--- src/rtl/linebuf_window_ctrl_if.sv ---
// Pixel-in / line-memory / column-out bundle for linebuf_window_ctrl.
interface linebuf_window_ctrl_if #(
    parameter int DATA_WIDTH = 8,
    parameter int TAP_NUMS   = 3,
    parameter int LINE_CNT   = 12,
    parameter int ADDR_WIDTH = 12
);
    logic                               pix_valid_i;
    logic                               pix_ready_o;
    logic [DATA_WIDTH-1:0]              pix_data_i;
    logic                               sof_i;
    logic [LINE_CNT-1:0]                h_size_i;
    logic                               border_mode_i;
    logic                               rd_en_o;
    logic [ADDR_WIDTH-1:0]              rd_addr_o;
    logic [(TAP_NUMS-1)*DATA_WIDTH-1:0] rd_data_i;
    logic                               wr_en_o;
    logic [ADDR_WIDTH-1:0]              wr_addr_o;
    logic [(TAP_NUMS-1)*DATA_WIDTH-1:0] wr_data_o;
    logic                               col_valid_o;
    logic                               col_ready_i;
    logic [TAP_NUMS*DATA_WIDTH-1:0]     col_data_o;
    logic                               col_sof_o;
    logic                               col_eol_o;

    modport master (
        input  pix_valid_i, pix_data_i, sof_i, h_size_i, border_mode_i,
        input  rd_data_i, col_ready_i,
        output pix_ready_o, rd_en_o, rd_addr_o, wr_en_o, wr_addr_o,
        output wr_data_o, col_valid_o, col_data_o, col_sof_o, col_eol_o
    );

    modport slave (
        output pix_valid_i, pix_data_i, sof_i, h_size_i, border_mode_i,
        output rd_data_i, col_ready_i,
        input  pix_ready_o, rd_en_o, rd_addr_o, wr_en_o, wr_addr_o,
        input  wr_data_o, col_valid_o, col_data_o, col_sof_o, col_eol_o
    );
endinterface

--- src/rtl/linebuf_window_ctrl.sv ---
// Line-buffer vertical window controller: S1 memory read, S2 column register.
// Define LINEBUF_ZERO_PAD_EN to enable zero padding via border_mode_i.
module linebuf_window_ctrl #(
    parameter int DATA_WIDTH = 8,
    parameter int TAP_NUMS   = 3,
    parameter int LINE_CNT   = 12,
    parameter int ADDR_WIDTH = 12
) (
    input logic                   clk,
    input logic                   rst,
    linebuf_window_ctrl_if.master bus
);
    localparam int NT  = TAP_NUMS - 1;
    localparam int RFW = $clog2(TAP_NUMS);

    typedef logic [DATA_WIDTH-1:0] pix_t;

    logic                first_q;
    logic [LINE_CNT-1:0] col_q, col_d, h_q, h_d;
    logic [LINE_CNT-1:0] col_cur, h_cur;
    logic [RFW-1:0]      rf_q, rf_d, rf_cur;

    logic                s1_valid_q;
    pix_t                s1_pix_q;
    logic [LINE_CNT-1:0] s1_col_q;
    logic [RFW-1:0]      s1_rf_q;
    logic                s1_sof_q, s1_eol_q;

    logic                           col_valid_q, col_sof_q, col_eol_q;
    logic [TAP_NUMS*DATA_WIDTH-1:0] col_data_q, col_pack;
    logic [NT*DATA_WIDTH-1:0]       wr_pack;

    logic advance, accept, sof_eff, wrap;
    pix_t raw  [TAP_NUMS];
    pix_t taps [TAP_NUMS];
    pix_t rep;
    int   edge_s;

    assign advance         = ~col_valid_q | bus.col_ready_i;
    assign bus.pix_ready_o = ~s1_valid_q | advance;
    assign accept          = bus.pix_valid_i & bus.pix_ready_o & ~rst;

    // The first pixel after reset always opens a frame.
    assign sof_eff = bus.sof_i | first_q;
    assign col_cur = sof_eff ? '0 : col_q;
    assign rf_cur  = sof_eff ? '0 : rf_q;
    assign h_cur   = sof_eff ? bus.h_size_i : h_q;
    assign wrap    = (col_cur == h_cur - LINE_CNT'(1));

    always_comb begin
        col_d = col_q;
        rf_d  = rf_q;
        h_d   = h_q;
        if (accept) begin
            col_d = wrap ? '0 : col_cur + LINE_CNT'(1);
            rf_d  = (wrap && rf_cur != RFW'(NT)) ? rf_cur + RFW'(1) : rf_cur;
            h_d   = h_cur;
        end
    end

    assign bus.rd_en_o   = accept;
    assign bus.rd_addr_o = ADDR_WIDTH'(col_cur);

    always_comb begin
        for (int j = 0; j < NT; j++) begin
            raw[j] = bus.rd_data_i[j*DATA_WIDTH +: DATA_WIDTH];
        end
        raw[NT] = s1_pix_q;
    end

    // Taps below edge_s are not yet filled; edge_s itself is the oldest real line.
    always_comb begin
        edge_s = NT - int'(s1_rf_q);
        rep    = s1_pix_q;
        for (int j = 0; j < TAP_NUMS; j++) begin
            if (j == edge_s) rep = raw[j];
        end
        for (int j = 0; j < TAP_NUMS; j++) begin
            taps[j] = raw[j];
            if (j < edge_s) begin
`ifdef LINEBUF_ZERO_PAD_EN
                taps[j] = bus.border_mode_i ? '0 : rep;
`else
                taps[j] = rep;
`endif
            end
        end
    end

`ifndef LINEBUF_ZERO_PAD_EN
    logic unused_border;
    assign unused_border = bus.border_mode_i;
`endif

    always_comb begin
        col_pack = '0;
        wr_pack  = '0;
        for (int j = 0; j < TAP_NUMS; j++) begin
            col_pack[j*DATA_WIDTH +: DATA_WIDTH] = taps[j];
        end
        for (int j = 0; j < NT; j++) begin
            wr_pack[j*DATA_WIDTH +: DATA_WIDTH] = taps[j+1];
        end
    end

    assign bus.wr_en_o   = s1_valid_q & advance & ~rst;
    assign bus.wr_addr_o = ADDR_WIDTH'(s1_col_q);
    assign bus.wr_data_o = wr_pack;

    always_ff @(posedge clk) begin
        if (rst) begin
            first_q    <= 1'b1;
            col_q      <= '0;
            rf_q       <= '0;
            h_q        <= '0;
            s1_valid_q <= 1'b0;
            s1_pix_q   <= '0;
            s1_col_q   <= '0;
            s1_rf_q    <= '0;
            s1_sof_q   <= 1'b0;
            s1_eol_q   <= 1'b0;
        end else begin
            first_q <= first_q & ~accept;
            col_q   <= col_d;
            rf_q    <= rf_d;
            h_q     <= h_d;
            if (bus.pix_ready_o) begin
                s1_valid_q <= accept;
                if (accept) begin
                    s1_pix_q <= bus.pix_data_i;
                    s1_col_q <= col_cur;
                    s1_rf_q  <= rf_cur;
                    s1_sof_q <= sof_eff;
                    s1_eol_q <= wrap;
                end
            end
        end
    end

    always_ff @(posedge clk) begin
        if (rst) begin
            col_valid_q <= 1'b0;
            col_data_q  <= '0;
            col_sof_q   <= 1'b0;
            col_eol_q   <= 1'b0;
        end else if (advance) begin
            col_valid_q <= s1_valid_q;
            if (s1_valid_q) begin
                col_data_q <= col_pack;
                col_sof_q  <= s1_sof_q;
                col_eol_q  <= s1_eol_q;
            end
        end
    end

    assign bus.col_valid_o = col_valid_q;
    assign bus.col_data_o  = col_data_q;
    assign bus.col_sof_o   = col_sof_q;
    assign bus.col_eol_o   = col_eol_q;
endmodule

--- src/flat_wrapper.sv ---
// flat-port wrapper written by rule: the top's interface ports become plain ports
module linebuf_window_ctrl_flat 
#(
    parameter int DATA_WIDTH = 8,
    parameter int TAP_NUMS   = 3,
    parameter int LINE_CNT   = 12,
    parameter int ADDR_WIDTH = 12
)
  (clk, rst, bus_pix_valid_i, bus_pix_data_i, bus_sof_i, bus_h_size_i, bus_border_mode_i, bus_rd_data_i, bus_col_ready_i, bus_pix_ready_o, bus_rd_en_o, bus_rd_addr_o, bus_wr_en_o, bus_wr_addr_o, bus_wr_data_o, bus_col_valid_o, bus_col_data_o, bus_col_sof_o, bus_col_eol_o);
  linebuf_window_ctrl_if #(.DATA_WIDTH(DATA_WIDTH), .TAP_NUMS(TAP_NUMS), .LINE_CNT(LINE_CNT), .ADDR_WIDTH(ADDR_WIDTH)) bus_i ();
  input logic clk;
  input logic rst;
  input wire logic [$bits(bus_i.pix_valid_i)-1:0] bus_pix_valid_i;
  input wire logic [$bits(bus_i.pix_data_i)-1:0] bus_pix_data_i;
  input wire logic [$bits(bus_i.sof_i)-1:0] bus_sof_i;
  input wire logic [$bits(bus_i.h_size_i)-1:0] bus_h_size_i;
  input wire logic [$bits(bus_i.border_mode_i)-1:0] bus_border_mode_i;
  input wire logic [$bits(bus_i.rd_data_i)-1:0] bus_rd_data_i;
  input wire logic [$bits(bus_i.col_ready_i)-1:0] bus_col_ready_i;
  output wire logic [$bits(bus_i.pix_ready_o)-1:0] bus_pix_ready_o;
  output wire logic [$bits(bus_i.rd_en_o)-1:0] bus_rd_en_o;
  output wire logic [$bits(bus_i.rd_addr_o)-1:0] bus_rd_addr_o;
  output wire logic [$bits(bus_i.wr_en_o)-1:0] bus_wr_en_o;
  output wire logic [$bits(bus_i.wr_addr_o)-1:0] bus_wr_addr_o;
  output wire logic [$bits(bus_i.wr_data_o)-1:0] bus_wr_data_o;
  output wire logic [$bits(bus_i.col_valid_o)-1:0] bus_col_valid_o;
  output wire logic [$bits(bus_i.col_data_o)-1:0] bus_col_data_o;
  output wire logic [$bits(bus_i.col_sof_o)-1:0] bus_col_sof_o;
  output wire logic [$bits(bus_i.col_eol_o)-1:0] bus_col_eol_o;
  assign bus_i.pix_valid_i = bus_pix_valid_i;
  assign bus_i.pix_data_i = bus_pix_data_i;
  assign bus_i.sof_i = bus_sof_i;
  assign bus_i.h_size_i = bus_h_size_i;
  assign bus_i.border_mode_i = bus_border_mode_i;
  assign bus_i.rd_data_i = bus_rd_data_i;
  assign bus_i.col_ready_i = bus_col_ready_i;
  assign bus_pix_ready_o = bus_i.pix_ready_o;
  assign bus_rd_en_o = bus_i.rd_en_o;
  assign bus_rd_addr_o = bus_i.rd_addr_o;
  assign bus_wr_en_o = bus_i.wr_en_o;
  assign bus_wr_addr_o = bus_i.wr_addr_o;
  assign bus_wr_data_o = bus_i.wr_data_o;
  assign bus_col_valid_o = bus_i.col_valid_o;
  assign bus_col_data_o = bus_i.col_data_o;
  assign bus_col_sof_o = bus_i.col_sof_o;
  assign bus_col_eol_o = bus_i.col_eol_o;
  linebuf_window_ctrl #(.DATA_WIDTH(DATA_WIDTH), .TAP_NUMS(TAP_NUMS), .LINE_CNT(LINE_CNT), .ADDR_WIDTH(ADDR_WIDTH)) u_core (.clk(clk), .rst(rst), .bus(bus_i));
endmodule
--- config.mk ---
export PLATFORM = sky130hd
export DESIGN_NAME = linebuf_window_ctrl_flat
export DESIGN_NICKNAME = d
export VERILOG_FILES = /design/src/rtl/linebuf_window_ctrl_if.sv /design/src/rtl/linebuf_window_ctrl.sv /design/src/flat_wrapper.sv
export SDC_FILE = /design/constraint.sdc
export NUM_CORES = 1
export LEC_CHECK = 0
export CORE_MARGIN = 2
export CORE_UTILIZATION = 48
export CTS_CLUSTER_DIAMETER = 200
export CTS_CLUSTER_SIZE = 14
export DETAILED_ROUTE_END_ITERATION = 7
export GPL_TIMING_DRIVEN = 0
export PLACE_DENSITY = 0.84
export REMOVE_ABC_BUFFERS = 1
export SYNTH_ARGS = -nofsm -noshare
export SYNTH_HDL_FRONTEND = slang
export SYNTH_SLANG_ARGS = --single-unit
--- constraint.sdc ---
create_clock -name clk -period 5.86 [get_ports clk]
set_input_delay 1.172 -clock clk [delete_from_list [all_inputs] [get_ports clk]]
set_output_delay 1.172 -clock clk [all_outputs]
set_load 0.03 [all_outputs]
# Word level (Yosys, flattened, before mapping)
# Index checks and enable logic that the tools add are counted.
[word_totals] out_inout_bits=70 elab_cells=52 reg_bits=79
[op_classes] bitwise_logic=12 addsub=4 n_eq_ne=4 n_mux=11 reduce_logical=4 magnitude_cmp=3
[ops] cell="$mux 8" n=6
[ops] cell="$mux 12" n=3
[ops] cell="$eq 2x32->1 const A" n=1
[ops] cell="$eq 3x32->1 const A" n=1
[ops] cell="$logic_not 32->1" n=1
[ops] cell="$lt 1x32->1 const A" n=1
[ops] cell="$lt 2x32->1 const A" n=1
[ops] cell="$lt 3x32->1 const A" n=1
[ops] cell="$add 12x1->12 const B" n=1
[ops] cell="$eq 12x12->1" n=1
[ops] cell="$sub 12x1->12 const B" n=1
[ops] cell="$and 1x1->1" n=5
[ops] cell="$mux 2" n=2
[ops] cell="$not 1->1" n=4
[ops] cell="$reduce_and 2->1" n=2
[ops] cell="$or 1x1->1" n=3
[ops] cell="$sub 2x2->3 const A" n=1
[ops] cell="$add 2x1->2 const B" n=1
[ops] cell="$ne 2x2->1 const B" n=1
[ops] cell="$logic_and 1x1->1" n=1

# Depth between registers and ports, before layout
[depth] depth_word=7 depth_mapped=13 mapped_depth_nobuf=11

# Worst setup path after synthesis
# OpenSTA, ideal clock, no wires.
[synth_timing] path_kind="input -> register" from="input bus_sof_i" to="register u_core.col_q[8]" path_slack_ps=1326 n_path_buf=2 t_arrival_ps=4474 stages=13 path_cell_list="or2_2 buf_2 buf_1 mux2i_1 ha_1 or4b_1 o32a_1 o21a_1 or3_1 a31o_1 a311o_4 nor3_2 a221o_1"
[synth_via] elab_chain_len=5 word_cells_on_any_way=7 cone_classes="2 x add/sub; 1 x eq/ne; 3 x mux; 1 x bitwise"
[synth_lines] item="start, declared" line_no="flat_wrapper.sv:15" text="input wire logic [$bits(bus_i.sof_i)-1:0] bus_sof_i;"
[synth_lines] item="$or 1x1->1 (*)" line_no="linebuf_window_ctrl.sv:44" text="assign sof_eff = bus.sof_i | first_q;"
[synth_lines] item="$mux 12" line_no="linebuf_window_ctrl.sv:47" text="assign h_cur = sof_eff ? bus.h_size_i : h_q;"
[synth_lines] item="$sub 12x1->12" line_no="linebuf_window_ctrl.sv:48" text="assign wrap = (col_cur == h_cur - LINE_CNT'(1));"
[synth_lines] item="$eq 12x12->1" line_no="linebuf_window_ctrl.sv:48"
[synth_lines] item="$mux 12 (*)" line_no="linebuf_window_ctrl.sv:55" text="col_d = wrap ? '0 : col_cur + LINE_CNT'(1);"
[synth_lines] item="end signal, assigned" line_no="linebuf_window_ctrl.sv:124" text="col_q <= col_d;"
[synth_lines] item="end, declared" line_no="linebuf_window_ctrl.sv:19" text="logic [LINE_CNT-1:0] col_q, col_d, h_q, h_d;"
# Mark *: on every way between the ends. The rest lies on a longest branch, timed or not.
# A chain may end at the register's enable or synchronous reset.

# Worst setup path in the final report
# Ends and elaborated chain as after synthesis.

==> insert_results.sql <==
INSERT INTO impl_metrics (metric_group, metric, value, unit) VALUES
('clock_tree', 'root_buffer', 'sky130_fd_sc_hd__clkbuf_8', ''),
('power_and_ir_drop', 'p_leak', '1.898', 'nW'),
('sta', 'timing.max_slew.rel_slack', '32.63', '%'),
('setup_path', 'setup.worst_path.end_class', 'flop', ''),
('setup_path', 'slowest_stage', 'sky130_fd_sc_hd__clkdlybuf4s50_1', ''),
('finish', 'fillers', '682', ''),
('floorplan', 'die-area', '9216', 'µm²'),
('logic_synthesis', 'synth_cell_types', '50', ''),
('sta', 'tightest_slew', '1.010', 'ns'),
('routing', 'vias_per_cell', '5.565', ''),
('setup_path', 'crit_required', '6.15', 'ns'),
('setup_path', 'critPathLaunchType', 'primary input', ''),
('sta', 'rsz0062_at_grt', 'no', ''),
('clock_tree', 'cts_tree', 'built', ''),
('clock_tree', 'max-clock-path-buffers', '2', ''),
('global_route', 'grt_overflow_total', '0', ''),
('clock_tree', 'clock_insertion_delay_worst_skew', '0.35', 'ns'),
('sta', 'setup-violations-final', '0', ''),
('routing', 'avgRoutedWirePerCell', '14.73', 'µm'),
('sta', 'final_hold_violating_endpoints', '0', ''),
('worst_hold_path', 'holdPathStages', '2', ''),
('logic_synthesis', 'ys.warnings.count', '0', ''),
('floorplan', 'die_width', '96', 'µm'),
('worst_hold_path', 'hold-path-endpoint', 'u_core.bus.col_data_o[6]', ''),
('floorplan', 'ioPinCount', '112', ''),
('finish', 'nNetsFinal', '648', ''),
('sta', 'min_period_over_period', '84.29', '%'),
('global_route', 'grt_use_total', '22.94', '%'),
('logic_synthesis', 'async_flop_share', '0', '%'),
('clock_tree', 'post_cts_resize_count', '0', ''),
('power_and_ir_drop', 'power_density', '235.7', 'nW/µm²'),
('clock_tree', 'clock_slew_seen_by_the_registers_of_the_worst_setup_and_hold_paths', '0.08', 'ns'),
('setup_path', 'r2r_end', 'u_core.col_q[8]', ''),
('global_route', 'number_of_antenna_violations_at_the_first_check_in_global_routing', '0', ''),
('finish', 'final_cell_mix', 'sky130_fd_sc_hd__nand2_1, sky130_fd_sc_hd__clkdlybuf4s50_1, sky130_fd_sc_hd__dfxtp_1', ''),
('clock_tree', 'htree_levels', '3', ''),
('status', 'run_status', 'finished, final reports clean', ''),
('worst_hold_path', 'timing.hold.worst.start', 'u_core.bus.col_data_o[6]', ''),
('finish', 'antenna_cells', '0', ''),
('finish', 'seq_area', '1582', 'µm²'),
('floorplan', 'core_region_area', '8217', 'µm²'),
('routing', 'count_of_unresolved_drc_violations_after_routing', '0', ''),
('logic_synthesis', 'synth-main-ff-cell', 'sky130_fd_sc_hd__dfxtp_1', ''),
('clock_tree', 'post-cts-setup-buffer-count', '0', ''),
('finish', 'multi_input_area', '2175', 'µm²'),
('floorplan', 'die_y', '96', 'µm'),
('setup_path', 'worst_path_largest_cell_delay', '0.56', 'ns'),
('logic_synthesis', 'cell_type_with_the_largest_total_area_after_synthesis', 'sky130_fd_sc_hd__dfxtp_1', ''),
('sta', 'slew_violations', '0', ''),
('setup_path', 'critPathBufInv', '1', ''),
('logic_synthesis', 'synth_edf_count', '0', ''),
('setup_path', 'worstSetupPathType', 'in2reg', ''),
('setup_path', 'worst-path-max-fanout', '29', ''),
('logic_synthesis', 'ys_seq_elements', '79', ''),
('finish', 'area_growth', '31.26', '%'),
('placed_design', 'routabilityCongestion', '0.9249', ''),
('routing', 'drt-initial-drc-count', '194', ''),
('global_route', 'grt_first_pass_wirelength', '16.79', 'mm'),
('routing', 'detailroute.via_count', '3962', ''),
('sta', 'period_minus_slack', '4.939', 'ns'),
('setup_path', 'worstRegToRegCells', '11', ''),
('finish', 'final_layout_size_suffix_gt1_share', '6.425', '%'),
('logic_synthesis', 'synth.top_cell.area_share', '38.93', '%'),
('clock_tree', 'cts_buffers', '9', ''),
('sta', 'fmax', '0.2025', 'GHz'),
('placed_design', 'dp_hpwl', '7.363', 'mm'),
('routing', 'post_route_antenna_net_violation_count', '0', ''),
('clock_tree', 'clock_sink_count', '79', ''),
('setup_path', 'cpLargestDelayFamily', 'simple AND/OR/NAND/NOR gates', ''),
('job', 'maxCapViolations', '0', ''),
('global_route', 'grt_max_degree', '51', '');
per-layer routing:
layer / routed length (µm) / GRT usage (%) / vias to the layer above
met5: 0 / 0 / -
met4: 161 / 8.095 / 0
met3: 851 / 5.403 / 16
met2: 5057 / 40.16 / 154
met1: 4415 / 27.29 / 1854
li1: - / - / 1938
final cells by class:
class	count	area share, %
flip-flops and latches	79	29.66
clock buffers	10	2.393
repair buffers	114	22.01
clock inverters	5	1.994
multi-input cells	389	40.78
well taps	105	2.464
inverters	10	0.7039
stage by stage:
stage	setup slack, ns	instance area, µm²	std cells	hold slack [ns]	utilization [%]
after floorplan	1.536	3787	478	0.4260	-
after global placement	0.1055	5020	693	0.4398	61.09
after detailed placement	0.6199	5070	696	0.4475	61.70
after CTS	0.7036	5304	711	0.4580	64.55
after global routing	0.6972	5333	712	0.4689	64.90
final	0.9209	5333	712	0.4533	64.90
worst max path at each step:
stage / start / endpoint / slack, ns / cells past startpoint
final: bus_sof_i / u_core.col_q[8] / 0.92 / 12
after global routing: bus_sof_i / u_core.col_q[8] / 0.70 / 12
after CTS: bus_col_ready_i / bus_rd_en_o / 0.70 / 6
after detailed placement: bus_sof_i / u_core.col_q[8] / 0.62 / 12
after global placement: rst / bus_rd_en_o / 0.11 / 3
after floorplan: bus_sof_i / u_core.col_q[8] / 1.54 / 11
sequential cells by signal, summed over array words and instances, names as in the netlist:
signal and cells:
u_core.s1_pix_q 8, u_core.s1_eol_q 1, u_core.bus.wr_addr_o 12, u_core.bus.col_data_o 24, u_core.rf_q 2, u_core.first_q 1
u_core.bus.col_valid_o 1, u_core.bus.col_eol_o 1, u_core.s1_valid_q 1, u_core.s1_rf_q 2, u_core.col_q 12, u_core.h_q 12
u_core.bus.col_sof_o 1, u_core.s1_sof_q 1
cell usage after synthesis (3+ instances only):
cell type / number
sky130_fd_sc_hd__xor2_1: 5
sky130_fd_sc_hd__inv_1: 10
sky130_fd_sc_hd__or2_2: 3
sky130_fd_sc_hd__clkbuf_1: 37
sky130_fd_sc_hd__mux2_2: 9
sky130_fd_sc_hd__o21ai_0: 25
sky130_fd_sc_hd__nor4_1: 4
sky130_fd_sc_hd__a21oi_1: 60
sky130_fd_sc_hd__nand3_1: 15
sky130_fd_sc_hd__dfxtp_1: 79
sky130_fd_sc_hd__and2_1: 8
sky130_fd_sc_hd__or3_1: 6
sky130_fd_sc_hd__buf_4: 16
sky130_fd_sc_hd__nor3_1: 17
sky130_fd_sc_hd__buf_1: 3
sky130_fd_sc_hd__ha_1: 3
sky130_fd_sc_hd__or4_1: 3
sky130_fd_sc_hd__a211oi_1: 3
sky130_fd_sc_hd__xnor2_1: 17
sky130_fd_sc_hd__nor2_1: 50
sky130_fd_sc_hd__nand2_1: 109
sky130_fd_sc_hd__mux2i_1: 13
sky130_fd_sc_hd__nor3b_1: 3
kinds of logic after synthesis:
kind of cell	share of synthesized area, %
AND/OR/NAND/NOR	26.09
AO/OA/AOI/OAI	15.92
flip-flops	38.93
buffers and inverters	7.699
XOR/XNOR	4.743
multiplexers	5.698
adder cells (fa/ha/maj)	0.9240
worst reg2reg max path: cells and delay by family, from the launching register on:
| kind | cells | cell delay, ns |
|---|---|---|
| fa+ha+maj | 1 | 0.25 |
| simple gates | 4 | 1.58 |
| compound gates | 5 | 1.37 |
| mux | 1 | 0.32 |
| flops | 1 | 0.44 |
where the power goes:
group          switching (mW)  internal (mW)  total (mW)
registers              0.0167          0.554       0.570
logic                   0.112         0.0891       0.201
clock network           0.203          0.282       0.485
Power figures use the tool's default switching activity.
